### config.mk
export PLATFORM = sky130hd
export DESIGN_NAME = data_mem_arbiter
export DESIGN_NICKNAME = d
export VERILOG_FILES = /design/src/rtl/data_mem_arb_pkg.sv /design/src/rtl/arb_pick2.sv /design/src/rtl/data_mem_arbiter.sv
export SDC_FILE = /design/constraint.sdc
export NUM_CORES = 1
export LEC_CHECK = 0
export ABC_AREA = 1
export CAP_MARGIN = 20
export CORE_MARGIN = 5
export CORE_UTILIZATION = 42
export DETAILED_ROUTE_END_ITERATION = 10
export MAX_ROUTING_LAYER = met4
export PLACE_DENSITY = 0.93
export RECOVER_POWER = 25
export SLEW_MARGIN = 20
export SYNTH_ARGS = -nofsm -noshare
export SYNTH_HDL_FRONTEND = slang
export SYNTH_SLANG_ARGS = --single-unit
### constraint.sdc
create_clock -name clk -period 2.9 [get_ports clk]
set_input_delay 0.435 -clock clk [delete_from_list [all_inputs] [get_ports clk]]
set_output_delay 0.435 -clock clk [all_outputs]
set_load 0.01 [all_outputs]
### src/rtl/data_mem_arb_pkg.sv
// Shared types and constants for the two-port data memory arbiter.
// The arbitration policy is selected by DATA_MEM_ARB_RR_EN; see data_mem_arbiter.sv.
package data_mem_arb_pkg;

  typedef enum logic [1:0] {
    IDLE   = 2'd0,
    ACCESS = 2'd1,
    RESP   = 2'd2
  } state_e;

  localparam logic PORT_A = 1'b0;
  localparam logic PORT_B = 1'b1;

  localparam int DEFAULT_MEM_WORDS = 32;

endpackage

### src/rtl/arb_pick2.sv
// Combinational two-way picker: returns the id of the port to grant this cycle.
// With rr_en low, A wins every contention; with rr_en high, the port not granted last wins.
module arb_pick2
  import data_mem_arb_pkg::*;
(
  input  logic a_req,
  input  logic b_req,
  input  logic last_grant,
  input  logic rr_en,
  output logic winner
);

  always_comb begin
    winner = PORT_A;
    if (a_req && b_req) begin
      winner = (rr_en && (last_grant == PORT_A)) ? PORT_B : PORT_A;
    end else if (b_req) begin
      winner = PORT_B;
    end
  end

endmodule

### src/rtl/data_mem_arbiter.sv
// Two-port arbiter in front of a single data memory: one access in flight, gnt at N, rvalid at N+2.
// Define DATA_MEM_ARB_RR_EN for round-robin arbitration; default build uses fixed priority (A wins).
module data_mem_arbiter
  import data_mem_arb_pkg::*;
#(
  parameter int DATA_W    = 32,
  parameter int MEM_WORDS = DEFAULT_MEM_WORDS
) (
  input  logic              clk,
  input  logic              reset,
  input  logic              a_req,
  input  logic              a_we,
  input  logic [31:0]       a_addr,
  input  logic [DATA_W-1:0] a_wdata,
  output logic              a_gnt,
  output logic              a_rvalid,
  output logic [DATA_W-1:0] a_rdata,
  output logic              a_err,
  input  logic              b_req,
  input  logic              b_we,
  input  logic [31:0]       b_addr,
  input  logic [DATA_W-1:0] b_wdata,
  output logic              b_gnt,
  output logic              b_rvalid,
  output logic [DATA_W-1:0] b_rdata,
  output logic              b_err,
  output logic              mem_read,
  output logic              mem_write,
  output logic [31:0]       endereco,
  output logic [DATA_W-1:0] write_data,
  input  logic [DATA_W-1:0] read_data
);

  localparam logic [31:0] MEM_WORDS_W = 32'(MEM_WORDS);

  state_e            state_q, state_d;
  logic              we_q, we_d;
  logic [31:0]       addr_q, addr_d;
  logic [DATA_W-1:0] wdata_q, wdata_d;
  logic              port_q, port_d;
  logic [DATA_W-1:0] rdata_q, rdata_d;
  logic              err_q, err_d;
  logic              rst_q;
  logic              last_grant;
  logic              rr_en;
  logic              winner;
  logic              out_en;
  logic              in_range;

`ifdef DATA_MEM_ARB_RR_EN
  logic last_q, last_d;

  assign rr_en      = 1'b1;
  assign last_grant = last_q;

  always_ff @(posedge clk) begin
    if (reset) begin
      last_q <= PORT_B;
    end else begin
      last_q <= last_d;
    end
  end

  always_comb begin
    last_d = last_q;
    if (a_gnt || b_gnt) begin
      last_d = winner;
    end
  end
`else
  assign rr_en      = 1'b0;
  assign last_grant = PORT_B;
`endif

  arb_pick2 u_pick (
    .a_req      (a_req),
    .b_req      (b_req),
    .last_grant (last_grant),
    .rr_en      (rr_en),
    .winner     (winner)
  );

  // Outputs stay quiet in the reset cycle and the one following it.
  assign out_en   = !reset && !rst_q;
  assign in_range = (addr_q < MEM_WORDS_W);

  always_comb begin
    state_d    = state_q;
    we_d       = we_q;
    addr_d     = addr_q;
    wdata_d    = wdata_q;
    port_d     = port_q;
    rdata_d    = rdata_q;
    err_d      = err_q;
    a_gnt      = 1'b0;
    b_gnt      = 1'b0;
    a_rvalid   = 1'b0;
    b_rvalid   = 1'b0;
    a_rdata    = '0;
    b_rdata    = '0;
    a_err      = 1'b0;
    b_err      = 1'b0;
    mem_read   = 1'b0;
    mem_write  = 1'b0;
    endereco   = '0;
    write_data = '0;

    case (state_q)
      IDLE: begin
        if ((a_req || b_req) && out_en) begin
          state_d = ACCESS;
          port_d  = winner;
          if (winner == PORT_A) begin
            a_gnt   = 1'b1;
            we_d    = a_we;
            addr_d  = a_addr;
            wdata_d = a_wdata;
          end else begin
            b_gnt   = 1'b1;
            we_d    = b_we;
            addr_d  = b_addr;
            wdata_d = b_wdata;
          end
        end
      end
      ACCESS: begin
        state_d = RESP;
        if (out_en) begin
          endereco   = addr_q;
          write_data = wdata_q;
          mem_read   = in_range && !we_q;
          mem_write  = in_range && we_q;
        end
        rdata_d = (in_range && !we_q) ? read_data : '0;
        err_d   = !in_range;
      end
      RESP: begin
        state_d = IDLE;
        if (out_en) begin
          if (port_q == PORT_A) begin
            a_rvalid = 1'b1;
            a_rdata  = rdata_q;
            a_err    = err_q;
          end else begin
            b_rvalid = 1'b1;
            b_rdata  = rdata_q;
            b_err    = err_q;
          end
        end
      end
      default: state_d = IDLE;
    endcase
  end

  always_ff @(posedge clk) begin
    if (reset) begin
      state_q <= IDLE;
      rst_q   <= 1'b1;
      we_q    <= 1'b0;
      addr_q  <= '0;
      wdata_q <= '0;
      port_q  <= PORT_A;
      rdata_q <= '0;
      err_q   <= 1'b0;
    end else begin
      state_q <= state_d;
      rst_q   <= 1'b0;
      we_q    <= we_d;
      addr_q  <= addr_d;
      wdata_q <= wdata_d;
      port_q  <= port_d;
      rdata_q <= rdata_d;
      err_q   <= err_d;
    end
  end

endmodule

==> flow_metrics.py, run 1 <==
metrics = {
    "critical_path": {
        "endpoint_kind": "output pin",
        "critPathKind": "flip-flop to output pin",
        "start_kind": "flip-flop",
        "cp.required_ns": 2.47,
        "critPathArrivalTime_ns": 2.25,
        "path_max_fanout": 18,
    },
    "timing": {
        "period_share_pct": 92.60,
        "fin_setup_tns_ns": 0,
        "fmax_ghz": 0.3724,
        "setup_viol": 0,
        "clock_skew_ns": 0.007089,
        "tightest_slew_ns": 1.487,
        "rsz0062_at_grt": "false",
        "finalMaxSlewViolations": 0,
        "slew_headroom_pct": 0.8496,
        "fin_crit_ns": 2.685,
        "hold_viol_final": 0,
    },
    "clock_tree": {
        "cts_root_buffer": "clkbuf_16",
        "clkTransAtPathRegs_ns": 0.07,
        "htreeDepth": 3,
        "clockBufferDepth": 2,
        "clock-sinks": 102,
        "postCtsHoldBufs": 0,
        "postCtsSetupRepairBufs": 0,
        "cts_tree": "done",
        "cts_buffers": 9,
        "clk_latency_ns": 0.35,
    },
    "place": {
        "dp_cells": 1296,
        "gp_congestion": 0.8299,
        "io_buffers": 301,
        "place_hpwl_mm": 14.67,
    },
    "global_route": {
        "globalRouteOverflowTotal": 0,
        "grt_start_max_net_pins": 65,
        "track_usage_pct": 25.98,
        "grt_pass1_vias": 6383,
        "antenna_found_initial": 0,
        "met2_usage_pct": 44.58,
        "grt-busiest-layer": "met2",
        "met3_usage_pct": 5.631,
        "grt_util_met1_pct": 29.08,
        "grt_pass1_wl_mm": 30.45,
    },
    "job": {
        "cap_violations": 0,
    },
    "yosys": {
        "syn_area_per_cell_sq_um": 6.276,
        "synth_top_family_by_area": "simple AND/OR/NAND/NOR gates",
        "ys_seq_area_share_pct": 37.40,
        "synth_warnings": 0,
        "synth-seq-cells": 102,
        "synth_mux_area_share_pct": 0.4125,
        "syn-cell-area_sq_um": 5460,
        "synthXorXnorAreaFrac_pct": 0,
        "synth_cells": 870,
        "synth_fa_ha_area_share_pct": 0,
        "synth-compound-area-share_pct": 18.03,
        "yosys.area_share.simple_pct": 32.97,
        "syn-num-nets": 1036,
        "ys_types": 23,
    },
    "floorplanning": {
        "coreArea_sq_um": 12670,
        "start_util_pct": 43.09,
        "dieHeight_um": 124.0,
        "die_x_um": 124.0,
        "rows": 41,
        "die_area_sq_um": 15380,
        "io_pins": 302,
    },
    "power": {
        "finalPower_uw": 3478,
        "cellLeakagePower_uw": 0.003090,
        "peakVddDrop_mv": 0.2554,
        "p_per_area_nw_per_um2": 393.2,
    },
    "outcome": {
        "status": "complete, no violations",
    },
    "routing": {
        "ant_nets": 0,
        "finalWirelength_mm": 20.47,
        "drc": 0,
        "firstDrtPassIters": 5,
        "drt_first_iter_violations": 435,
        "dr_total_vias": 6596,
        "viasPerCell": 5.027,
        "avgRoutedWirePerCell_um": 15.60,
    },
    "layout": {
        "area_growth_pct": 61.98,
        "antennaDiodeCount": 0,
        "drive_above_1_share_pct": 3.772,
        "final_cell_mix": "clkdlybuf4s50_1, nand2_1, nor2_1",
        "fillers": 1009,
        "final_cells": 1312,
        "nets": 1301,
        "layout_commonest_cell": "clkdlybuf4s50_1",
    },
    "min_path": {
        "worstHoldPathType": "primary input to flip-flop",
    },
}
## cell usage after synthesis, drive strengths merged
master,n,area (sq um)
buf,31,193.9
a21oi,99,499.2
mux2,2,22.52
nor3,5,25.02
o21ai,1,5.000
inv,79,296.5
nand2,238,903.4
a211oi,1,7.510
nand3,32,160.2
nor2,185,711.9
dfxtp,102,2042
clkbuf,32,120.1
a21boi,63,473.0
## stage by stage
stage	cell area, sq um	hold slack (ns)	setup slack (ns)	utilization (%)
2_1_floorplan	5460	0.4444	0.8248	-
3_3_place_gp	8514	0.4521	0.3607	67.20
3_5_place_dp	8514	0.4555	0.2362	67.20
4_1_cts	8853	0.3675	0.09224	69.87
5_1_grt	8845	0.4158	0.06145	69.80
6_report	8845	0.3813	0.2146	69.80
## registers in the layout, summed over array words and instances (netlist names)
signal / count
we_q: 1
err_q: 1
port_q: 1
rdata_q: 32
wdata_q: 32
state_q: 2
rst_q: 1
addr_q: 32
## per-layer routing
layer	share of wire, %	vias up	wire [um]
li1	-	3220	-
met1	39	3024	7924
met2	49	301	9958
met3	9.2	51	1884
met4	3.4	0	704
met5	0	-	0
## logic make-up after synthesis
kind of cell    after synthesis
mux                           2
buf+inv                     142
simple gates                460
flops                       102
compound gates              164
## where the power goes
part | internal (uW) | switching [uW] | leakage, uW
logic | 301 | 285 | 0.00210
registers | 1460 | 34.6 | 0.000828
clock network | 843 | 557 | 0.000159
total | 2600 | 876 | 0.00309
## critical path, cell delays in order (launching register included)
cell and delay (ns):
dfxtp_1 0.37, inv_1 0.05, nor2_1 0.10, inv_1 0.07, nor3_1 0.24, inv_2 0.21
buf_4 0.22, nor2_1 0.10, clkdlybuf4s50_1 0.55
## repair_timing
item	CTS	global route
setup endpoints to repair	0	7
resized for setup	0	2
hold endpoints to repair	0	0
## final timing paths
kind	to	start	depth (start not counted)	slack (ns)
min reg2reg	rdata_q[27]$_SDFFE_PP0P_	rdata_q[27]$_SDFFE_PP0P_	2	0.47
min	err_q$_SDFFE_PP0P_	reset	4	0.38
max	b_rdata[4]	state_q[1]$_SDFFE_PP0P_	8	0.21
max reg2reg	rdata_q[22]$_SDFFE_PP0P_	addr_q[22]$_SDFFE_PP0P_	8	0.42
## area by class of cell
class                   count  area [sq um]  area share [%]
clock buffers              10         229.0           2.589
clock inverters             6         110.1           1.245
inverters                  79         299.0           3.381
multi-input cells         626          2815           31.83
flip-flops and latches    102          2042           23.09
well taps                 172         215.2           2.433
repair buffers            317          3134           35.44
Note: power is estimated with default switching activity, not from simulation.
==> inputs of run 2 (changes only) <==
--- a/config.mk
+++ b/config.mk
@@ -7,11 +7,13 @@
 export LEC_CHECK = 0
 export ABC_AREA = 1
 export CAP_MARGIN = 20
+export CELL_PAD_IN_SITES_DETAIL_PLACEMENT = 0
+export CELL_PAD_IN_SITES_GLOBAL_PLACEMENT = 1
 export CORE_MARGIN = 5
-export CORE_UTILIZATION = 42
+export CORE_UTILIZATION = 27
 export DETAILED_ROUTE_END_ITERATION = 10
 export MAX_ROUTING_LAYER = met4
-export PLACE_DENSITY = 0.93
+export PLACE_DENSITY_LB_ADDON = 0.08
 export RECOVER_POWER = 25
 export SLEW_MARGIN = 20
 export SYNTH_ARGS = -nofsm -noshare
==> run 2 against run 1 <==
The flow now finishes with violations (max-capacitance violations, max-slew violations). Highest routed layer unchanged. Global-route usage is 7.8 points lower. Setup slack improved by 0.0036 ns. Via count is 6.7% lower. Critical path depth shrank 2. Hold slack better by 0.016 ns. Sequential share of layout area is 0.37 points lower. Critical endpoint is now write_data[11]. Routed wire length increased by 4.9%. Maximum frequency increased by 0.13%. Register-to-register slack improved by 0.23 ns. Clock skew grew 0.0032 ns. Power decreased by 0.48%.
==> flow_metrics.py, run 2 (synthesized netlist as in run 1, its figures left out) <==
metrics = {
    "min_path": {
        "holdPathStages": 4,
        "hold_path_startpoint": "reset",
        "holdPathEnd": "err_q$_SDFFE_PP0P_",
        "worstHoldPathType": "primary input to flip-flop",
    },
    "routing": {
        "firstDrtPassIters": 4,
        "ant_nets": 0,
        "drt_first_iter_violations": 202,
        "dr_total_vias": 6156,
        "avgRoutedWirePerCell_um": 15.20,
        "viasPerCell": 4.357,
        "finalWirelength_mm": 21.48,
        "drc": 0,
    },
    "global_route": {
        "grt_start_max_net_pins": 81,
        "track_usage_pct": 18.21,
        "grt_pass1_wl_mm": 33.35,
        "globalRouteOverflowTotal": 0,
        "grt_pass1_vias": 6075,
        "antenna_found_initial": 1,
    },
    "timing": {
        "slew_headroom_pct": -27.82,
        "holdWs_ns": 0.3968,
        "fin_crit_ns": 2.682,
        "rsz0062_at_grt": "false",
        "fin_setup_tns_ns": 0,
        "setup_viol": 0,
        "tightest_slew_ns": 1.917,
        "hold_viol_final": 0,
        "clock_skew_ns": 0.01026,
        "finalMaxSlewViolations": 81,
        "fmax_ghz": 0.3729,
        "period_share_pct": 92.48,
    },
    "layout": {
        "final_core_util_pct": 44.71,
        "final_cells": 1413,
        "reg_top3": "addr_q x32, rdata_q x32, wdata_q x32",
        "nets": 1304,
        "multi_input_area_sq_um": 2813,
        "drive_above_1_share_pct": 3.850,
        "final-seq-area_sq_um": 2042,
        "layout_commonest_cell": "clkdlybuf4s50_1",
        "final_cell_mix": "clkdlybuf4s50_1, nand2_1, nor2_1",
        "fillers": 2152,
        "antennaDiodeCount": 0,
        "area_growth_pct": 64.62,
    },
    "clock_tree": {
        "clk_latency_ns": 0.35,
        "clock-sinks": 102,
        "cts_buffers": 9,
        "clkTransAtPathRegs_ns": 0.07,
        "htreeDepth": 3,
        "clockBufferDepth": 2,
        "postCtsHoldBufs": 0,
        "cts_tree": "done",
        "postCtsSetupRepairBufs": 0,
        "cts_root_buffer": "clkbuf_16",
        "cts_resized": 0,
    },
    "outcome": {
        "violations": "max-capacitance violations, max-slew violations",
        "status": "complete, but fails checks",
    },
    "power": {
        "peakVddDrop_mv": 0.2503,
        "cellLeakagePower_uw": 0.003115,
        "finalPower_uw": 3461,
        "p_per_area_nw_per_um2": 385.1,
    },
    "place": {
        "dp_cells": 1397,
        "gp_congestion": 0.7671,
        "io_buffers": 301,
        "place_hpwl_mm": 15.05,
    },
    "critical_path": {
        "reg2reg_slack_ns": 0.65,
        "path_max_fanout": 31,
        "critPathKind": "flip-flop to output pin",
        "crit_chain": "inv_1, nor2_1, inv_4, buf_4, nor2_1, clkdlybuf4s50_1",
        "r2r_cells": 8,
        "rr_startpoint": "rst_q$_DFF_P_",
        "max_stage_delay_ns": 0.57,
        "endpoint_kind": "output pin",
        "start_kind": "flip-flop",
        "critPathArrivalTime_ns": 2.25,
        "critical_path.most_common_cell": "nor2_1",
        "reg2reg_to": "addr_q[3]$_SDFFE_PP0P_",
        "cp.required_ns": 2.47,
        "crit_slowest_cell": "clkdlybuf4s50_1",
    },
    "floorplanning": {
        "io_pins": 302,
        "die_x_um": 152.2,
        "dieHeight_um": 152.2,
        "die_area_sq_um": 23170,
        "start_util_pct": 27.16,
        "coreArea_sq_um": 20100,
        "rows": 52,
    },
    "job": {
        "cap_violations": 1,
    },
}
[run 2: how the worst max path moves through the flow]
stage                       startpoint                        to  slack (ns)  cells after the start
5_1_grt        state_q[0]$_SDFFE_PP0P_                 mem_write        0.02                      7
2_1_floorplan                    reset               a_rdata[10]        0.82                      7
3_3_place_gp                     b_req  wdata_q[30]$_SDFFE_PP0P_        0.40                      8
6_report       state_q[0]$_SDFFE_PP0P_            write_data[11]        0.22                      6
3_5_place_dp                     b_req    addr_q[3]$_SDFFE_PP0P_        0.40                      8
4_1_cts        state_q[0]$_SDFFE_PP0P_            write_data[11]        0.18                      6
[run 2: routing by layer]
metal | share of wire (%) | global-route usage [%] | routed length (um) | vias to the layer above
met3 | 6.2 | 3.834 | 1335 | 17
met2 | 47 | 29.97 | 10190 | 191
met4 | 1.1 | 4.538 | 242 | 0
li1 | - | - | - | 3220
met5 | 0 | - | 0 | -
met1 | 45 | 22.93 | 9712 | 2728
[run 2: critical path, delay by kind of cell, from the launching register on]
family	cells	cell delay (ns)
and+or+nand+nor	2	0.44
DFF	1	0.36
buffers and inverters	4	1.08
[run 2: area by class of cell]
cell class,count,share of cell area (%)
clock buffer,13,3.007
sequential,102,22.72
inverter,79,3.327
timing repair buffer,320,35.18
tap,270,3.758
multi-input combinational,626,31.29
clock inverter,3,0.7238
[run 2: where the power goes]
group | switching (uW) | internal, uW
clock | 552 | 828
combinational | 285 | 306
sequential | 32.7 | 1460
total | 870 | 2590
[run 2: metrics by stage]
step | setup slack (ns) | area [sq um]
2_1_floorplan | 0.8248 | 5460
3_3_place_gp | 0.4022 | 8672
3_5_place_dp | 0.4021 | 8672
4_1_cts | 0.1754 | 9007
5_1_grt | 0.01790 | 8989
6_report | 0.2182 | 8989
==> RTL edit, RTL diff (flow settings as in run 2) <==
Add a define of `DATA_MEM_ARB_RR_EN`.
--- a/src/rtl/data_mem_arbiter.sv
+++ b/src/rtl/data_mem_arbiter.sv
@@ -1,5 +1,7 @@
 // Two-port arbiter in front of a single data memory: one access in flight, gnt at N, rvalid at N+2.
 // Define DATA_MEM_ARB_RR_EN for round-robin arbitration; default build uses fixed priority (A wins).
+`define DATA_MEM_ARB_RR_EN
+
 module data_mem_arbiter
   import data_mem_arb_pkg::*;
 #(
Behaviour: not the same (Yosys sat finds a counterexample within 10 cycles, from zero or initial values and one cycle with reset high).
==> RTL edit against run 2 <==
- the flow still finishes with violations (max-capacitance violations, max-slew violations)
- critical path depth grew 1
- synthesized area shrank 2.6%
- setup slack gained 0.0060 ns
- non-clock buffer count shrank 5
- power shrank 3.9%
- count of clock-buffer cells in the layout shrank 2
- cell area shrank 2.4%
- fmax grew 0.22%
- sequential cell count grew 1
- combinational power shrank 3%
- wire length shrank 2.7%
==> RTL edit: results <==
{
  "drv_cap": 1,
  "grt_pass1_wl_mm": 31.7,
  "pre_cts_ws_ns": 0.436,
  "first_iter_violations": 193,
  "grt_pass1_vias": 5848,
  "syn_nets": 1041,
  "p_leak_nw": 2.90,
  "nets": 1303,
  "slew_headroom": -0.152,
  "synthTopCellsByArea": "dfxtp_1 (39%), nand2_1 (21%), nor2_1 (13%), a31oi_1 (7.6%), inv_1 (5.3%)",
  "report.final.slew_viol_count": 74,
  "synth_commonest_cells": "nand2_1 (302), nor2_1 (182), dfxtp_1 (103), inv_1 (75), a31oi_1 (65)",
  "vias_per_cell": 4.39,
  "cts_buffers": 9,
  "nFillCells": 2122,
  "synth.distinct_cells": 20,
  "cp_max_fo": 23,
  "vias": 6178,
  "grt_max_degree": 74,
  "ir_drop_v": 0.000280,
  "dp_cells": 1391,
  "gp_congestion": 0.812,
  "track_usage": 0.184,
  "clock_skew_ns": 0.0112,
  "violations": "max-capacitance violations, max-slew violations",
  "hpwlAfterDp_mm": 14.4,
  "critical_path.max_stage_delay_ns": 0.60,
  "drive_above_1_share": 0.0325,
  "avgSynthCellArea_um2": 6.08,
  "post_dp_cell_area_mm2": 0.00850,
  "path_delay_family": "buffers and inverters",
  "synthArstFlopShare": 0,
  "status": "complete, but fails checks",
  "hold_slack_ns": 0.388,
  "wl_per_cell_um": 14.9,
  "r2r_slack_ns": 0.42,
  "regToRegStartpoint": "state_q[1]",
  "rr_worst_depth": 6
}
==> RTL edit: changes by cell type after synthesis, sizes merged <==
cell	change
a21oi	-65
a21boi	-63
buf	+4
nor2	+1
clkbuf	-3
o21ai	+1
mux2	-2
nand2	+66
a31oi	+65
dfxtp	+1
==> RTL edit: how the worst max path moves through the flow <==
stage             endpoint        from  slack (ns)
6_report         mem_write  state_q[0]        0.22
5_1_grt          mem_write  state_q[0]       0.007
4_1_cts          mem_write  state_q[0]        0.15
3_5_place_dp    b_rdata[2]       reset        0.44
3_3_place_gp   b_rdata[27]       reset        0.47
2_1_floorplan  a_rdata[10]       reset        0.98
==> RTL edit: area by class of cell <==
cell class	instances	area, um^2	area share
clock inverters	3	45.0	0.00514
well taps	265	332	0.0378
flip-flops and latches	103	2060	0.235
diodes	1	2.50	0.000285
multi-input cells	629	2650	0.302
clock buffers	11	243	0.0277
repair buffers	315	3140	0.358
inverters	79	299	0.0341
==> RTL edit: cell families (layout without fill, tap and decap cells) <==
kind of cell,count (synthesis),in the layout,synth area share
other,0,1,0
AO/OA/AOI/OAI,102,102,0.112
AND/OR/NAND/NOR,527,527,0.387
buffers and inverters,143,408,0.113
flip-flops,103,103,0.388
==> RTL edit: layer usage <==
layer / global-route usage / wire length, um / vias up
met4: 0.0407 / 308 / 0
met2: 0.298 / 9940 / 210
met5: - / 0 / -
met1: 0.225 / 8830 / 2726
li1: - / - / 3227
met3: 0.0593 / 1820 / 15
==> RTL edit: report_power, final <==
group          internal (mW)  total [mW]  switching, mW
clock                  0.685        1.24          0.558
sequential              1.47        1.51         0.0350
combinational          0.293       0.574          0.281
total                   2.45        3.33          0.875
